File: src/rtl/ifid_skid_reg.sv
// rtl/ifid_skid_reg.sv - IF/ID pipeline register with one-entry skid buffer, flush and stall counter
module ifid_skid_reg #(
  parameter int                   INSTR_W   = 32,
  parameter int                   PC_W      = 32,
  parameter logic [INSTR_W-1:0]   NOP_INSTR = '0,
  parameter int                   CNT_W     = 16
) (
  input  logic               Clk,
  input  logic               Reset,
  input  logic               InValid,
  output logic               InReady,
  input  logic [INSTR_W-1:0] InstructionIn,
  input  logic [PC_W-1:0]    PCAdderIn,
  input  logic               Flush,
  output logic               OutValid,
  input  logic               OutReady,
  output logic [INSTR_W-1:0] InstructionOut,
  output logic [PC_W-1:0]    PCAdderOut,
  output logic [CNT_W-1:0]   StallCount
);

  // Main entry drives decode; skid entry catches the beat that arrives while main is stalled.
  logic               main_valid;
  logic [INSTR_W-1:0] main_instr;
  logic [PC_W-1:0]    main_pc;
  logic               skid_valid;
  logic [INSTR_W-1:0] skid_instr;
  logic [PC_W-1:0]    skid_pc;

  logic accept;
  logic consume;
  logic main_free;
  logic stall;
  logic stall_sat;

  // Handshake terms; InReady depends only on the skid flag and Reset, never on OutReady.
  always_comb begin
    InReady   = ~skid_valid & ~Reset;
    accept    = InValid & InReady;
    consume   = main_valid & OutReady;
    main_free = ~main_valid | consume;
    stall     = main_valid & ~OutReady;
    stall_sat = &StallCount;
  end

  // Main register: refill from skid first (older beat), then from the input, else go empty.
  always_ff @(posedge Clk) begin
    if (Reset) begin
      main_valid <= 1'b0;
      main_instr <= NOP_INSTR;
      main_pc    <= '0;
    end else if (Flush) begin
      main_valid <= 1'b0;
    end else if (main_free) begin
      if (skid_valid) begin
        main_valid <= 1'b1;
        main_instr <= skid_instr;
        main_pc    <= skid_pc;
      end else if (accept) begin
        main_valid <= 1'b1;
        main_instr <= InstructionIn;
        main_pc    <= PCAdderIn;
      end else begin
        main_valid <= 1'b0;
      end
    end
  end

  // Skid register: captures an accepted beat when main is held, refills when it drains.
  always_ff @(posedge Clk) begin
    if (Reset) begin
      skid_valid <= 1'b0;
      skid_instr <= NOP_INSTR;
      skid_pc    <= '0;
    end else if (Flush) begin
      skid_valid <= 1'b0;
    end else if (main_free) begin
      if (skid_valid) begin
        skid_valid <= accept;
        if (accept) begin
          skid_instr <= InstructionIn;
          skid_pc    <= PCAdderIn;
        end
      end
    end else if (accept) begin
      skid_valid <= 1'b1;
      skid_instr <= InstructionIn;
      skid_pc    <= PCAdderIn;
    end
  end

  // Saturating count of cycles where decode holds off a valid beat; Flush leaves it alone.
  always_ff @(posedge Clk) begin
    if (Reset) begin
      StallCount <= '0;
    end else if (stall && !stall_sat) begin
      StallCount <= StallCount + 1'b1;
    end
  end

  // Bubble outputs whenever the main entry is empty.
  always_comb begin
    OutValid       = main_valid;
    InstructionOut = main_valid ? main_instr : NOP_INSTR;
    PCAdderOut     = main_valid ? main_pc : '0;
  end

endmodule

File: config.mk
export PLATFORM = sky130hd
export DESIGN_NAME = ifid_skid_reg
export DESIGN_NICKNAME = d
export VERILOG_FILES = /design/src/rtl/ifid_skid_reg.sv
export SDC_FILE = /design/constraint.sdc
export NUM_CORES = 1
export LEC_CHECK = 0
export CAP_MARGIN = 20
export CORE_MARGIN = 1
export CORE_UTILIZATION = 50
export CTS_BUF_LIST = sky130_fd_sc_hd__clkbuf_4
export DETAILED_ROUTE_END_ITERATION = 10
export DONT_BUFFER_PORTS = 1
export MAX_ROUTING_LAYER = met4
export PLACE_DENSITY = 0.77
export SLEW_MARGIN = 20
export SYNTH_ARGS = -nofsm -noshare
export SYNTH_HDL_FRONTEND = slang
export SYNTH_SLANG_ARGS = --single-unit
File: constraint.sdc
create_clock -name Clk -period 1.95 [get_ports Clk]
set_input_delay 0.2925 -clock Clk [delete_from_list [all_inputs] [get_ports Clk]]
set_output_delay 0.2925 -clock Clk [all_outputs]
set_load 0.05 [all_outputs]
# Word-level counts from Yosys, hierarchy flattened
# Index checks and enable logic that the tools add are counted.
# totals
regBits,146
in_bits,69
out_inout_bits,82
word_cells,44
# classes
addsub,1
eq_ne,1
n_mux,17
bitwise_logic,10
n_reduce_logical,8
# op_table
cell,n
two-way mux 32 bit,12
adder 16 x 1 -> 16 bit (second input constant),1
AND reduction 16 bit,1
two-way mux 1 bit,5
inverter 1 bit,5
bitwise AND 1 bit,4
nonzero test 2 bit,2
AND reduction 3 bit,1
!= test 2 bit (second input constant),1
AND reduction 2 bit,1
OR reduction 2 bit,1
logical AND 1 bit,1
zero test 1 bit,1
bitwise OR 1 bit,1

# Longest topological paths before layout
# logic_depth
depth_word,6
mapped_depth,7
ltp_nobuf,5

# Worst setup path before layout
# Ideal clock, no wire load.
# synth_timing
path_type,flip-flop to flip-flop
start,register StallCount[0]
end,register StallCount[10]
arrival_time_ns,2.111
required_time_ns,1.829
slack_ns,-0.282
path_stages_with_launch,7
path_buffers,1
cell_sequence,dfxtp_1 ha_1 nand3_1 or2_0 clkbuf_1 nor4_1 mux2_2
# synth_via
elab_chain_len,3
word_cells_on_any_way,4
cone_classes,1 x add/sub; 3 x reduce/logical
# synth_lines
element,line,text
start: declaration,19,output logic [CNT_W-1:0] StallCount
start signal: assignment,97,StallCount <= StallCount + 1'b1;
"parallel branches: the longest is 3 deep, another holds adder 16 x 1 -> 16 bit",n/a,
# Several ways; the timed one is not identified.
# A chain may end at the register's enable or synchronous reset.

# Worst setup path in the final report
# layout_timing
start,register StallCount[1]
end,register StallCount[15]
# The elaborated chain is that of the path after synthesis.

==> impl_metrics.ini <==
[layout]
drive_gt1_share_pct = 17.8
n_fill_cell = 926
antenna_cells = 0
multi_input_area_um2 = 3130
utilization_pct = 68.8
final_nets = 874
synthToLayoutAreaGrowth_pct = 33.0
final_area_um2 = 8370
final-seq-area_um2 = 2940

[synthesis]
synth.distinct_cells = 33
ys_seq_area_share_pct = 46.5
synth_area_um2 = 6290
yosys_warnings = 0
synth_top_cell_by_area = dfxtp_1
netlist.area_leader.share_pct = 46.5
synth.avg_cell_area_um2 = 8.49
synth-async-reset-ratio_pct = 0
synth_ff_type = dfxtp_1
syn_nets = 811
synthTopCellsByCount = dfxtp_1, nand2_1, a21oi_1
synth.ff_latch_count = 146
synth-edff-count = 0
syn_inst = 741
synth.area.top_cells = dfxtp_1, mux2i_1, nand2_1
yosysMostFrequentCell = dfxtp_1

[clock_tree]
post_cts_buffers = 0
cts_tree = built
htreeDepth = 4
root_buffer = clkbuf_4
cts_hold_buf = 6
cts.sinks = 146
cts_buffer_depth = 2
cts_buffers = 17
clk_pin_slew_ps = 130
clock_latency_ps = 540

[global_route]
grt_pass1_vias = 5550
antenna_found_initial = 0
grt_max_degree = 150
grt.total_usage_pct = 26.6
grt_pass1_wl_mm = 26.3
grt_overflow = 0

[power_and_ir_drop]
vdd_drop_max_uv = 458
power.density_nw_per_um2 = 670
p_leak_nw = 2.82

[sta]
setup_viol = 0
fin_crit_sh_pct = 99.8
setup_slack_ps = 3.20
finClkSkew_ps = 18.8
final_max_slew_viol_count = 0
finalSetupTns_ps = 0
clock.fmax_mhz = 514
worstMarginPinSlew_ps = 573
final.min_clock_period_ps = 1950
hold_viol_final = 143
max_slew_margin_pct = 61.5
whs_ps = -199

[flow_run]
cap_violations = 0

[placed_design]
preCtsSetupSlack_ps = 44.1
dp_hpwl_mm = 10.6
place_area_um2 = 7900
io_buffers = 0
gp_congestion = 0.839

[critical_path]
cp_cell_sequence = buf_4 > nand3_1 > or3_4 > or4_1 > a21oi_1
critPathBufInv = 1
cp_slowest_stage_delay_ps = 530
cp_max_fo = 10
required_ps = 2420
crit_path_start_kind = register
critPathKind = reg -> reg
critical_path_arrival_ps = 2420
cpMaxStageDelayCell = or4_1
crit_family = simple AND/OR/NAND/NOR gates
end_kind = register

[route]
drt_iter0_drc = 360
drtAntennaViolNets = 0
vias_per_cell = 5.67
wirelength_mm = 16.6
wl_per_cell_um = 16.9
drc = 0
dr.pass1.iters = 7
vias = 5581

[die]
ios = 151
fp-row-count = 40
start_util_pct = 51.7
fp.dieArea_um2 = 13000
core_area_um2 = 12200
die_w_um = 114
chipHeight_um = 114

[outcome]
status = finished, violations left
violations = hold timing

[hold_path]
worstHoldPathType = in -> reg
[repair_timing]
| item | in CTS | in global routing |
|---|---|---|
| gates resized for setup | 5 | 5 |
| setup endpoints to repair | 45 | 29 |
| endpoints found under the hold margin | 146 | 143 |
| gates cloned | 1 | 1 |
[path summary, 6_finish.rpt]
kind	start	endpoint	slack [ps]	depth (start not counted)
max reg2reg	StallCount[1]	StallCount[15]	3	5
max	StallCount[1]	StallCount[15]	3	5
min	Reset	skid_instr[5]	-200	1
min reg2reg	skid_pc[30]	skid_pc[30]	460	2
[cells by family (layout without fill, tap and decap cells)]
| logic type | after synthesis | count (layout) | share of synthesized area (%) |
|---|---|---|---|
| flip-flops | 146 | 146 | 46.5 |
| buffers and inverters | 62 | 137 | 4.12 |
| AO/OA/AOI/OAI | 159 | 159 | 15.7 |
| AND/OR/NAND/NOR | 308 | 308 | 23.2 |
| multiplexers | 65 | 65 | 10.4 |
| adder cells (fa/ha/maj) | 1 | 1 | 0.199 |
[cells in the final DEF, fill, tap and decap left out, types with 2 or more instances in the layout]
cell	synthesis	final
buf_4	0	23
nor4_1	3	3
buf_12	0	72
or3_1	5	4
and2_1	64	64
dlygate4sd3_1	0	6
or4_1	8	8
nor2b_1	2	2
clkinv_2	0	5
nand3_1	5	5
dfxtp_1	146	140
nor3_1	2	2
a211oi_1	65	64
bufinv_16	0	4
a21oi_1	79	78
dfxtp_2	0	2
nand2b_1	2	2
nor2_1	69	69
o21ai_0	5	5
nand2_1	132	132
mux2i_1	64	64
and3_1	2	2
clkbuf_4	0	19
o31ai_1	8	8
nand4_1	6	6
dfxtp_4	0	4
[routing by layer]
metal / up-vias / wire, um / GRT usage (%)
li1: 2686 / - / -
met1: 2631 / 6500 / 27.8
met2: 213 / 8400 / 46.1
met3: 51 / 1200 / 7.20
met4: 0 / 504 / 13.2
met5: - / 0 / -
[sequential cells by signal, summed over array words and instances (netlist names)]
name / flops
skid_valid: 1
main_pc: 32
main_instr: 32
skid_instr: 32
skid_pc: 32
StallCount: 16
OutValid: 1
[metrics by stage]
step,power (mW),cells
finish,5.60,984
global route,5.82,984
CTS,5.64,983
detailed placement,3.57,945
global placement,3.55,945
floorplan,3.46,741
[where the power goes]
part	total, mW	leakage, nW	internal [mW]	switching [mW]
clock	2.08	0.169	1.03	1.06
sequential	3.10	1.19	3.06	0.0390
combinational	0.420	1.46	0.194	0.226
[layout make-up]
cell class	instances	area share [%]
Multi-Input combinational cell	533	37.5
Sequential cell	146	35.1
Timing Repair Buffer	105	21.2
Tap cell	168	2.51
Clock inverter	12	1.97
Clock buffer	19	1.71
Inverter	1	0.0449
Power figures use the tool's default switching activity.
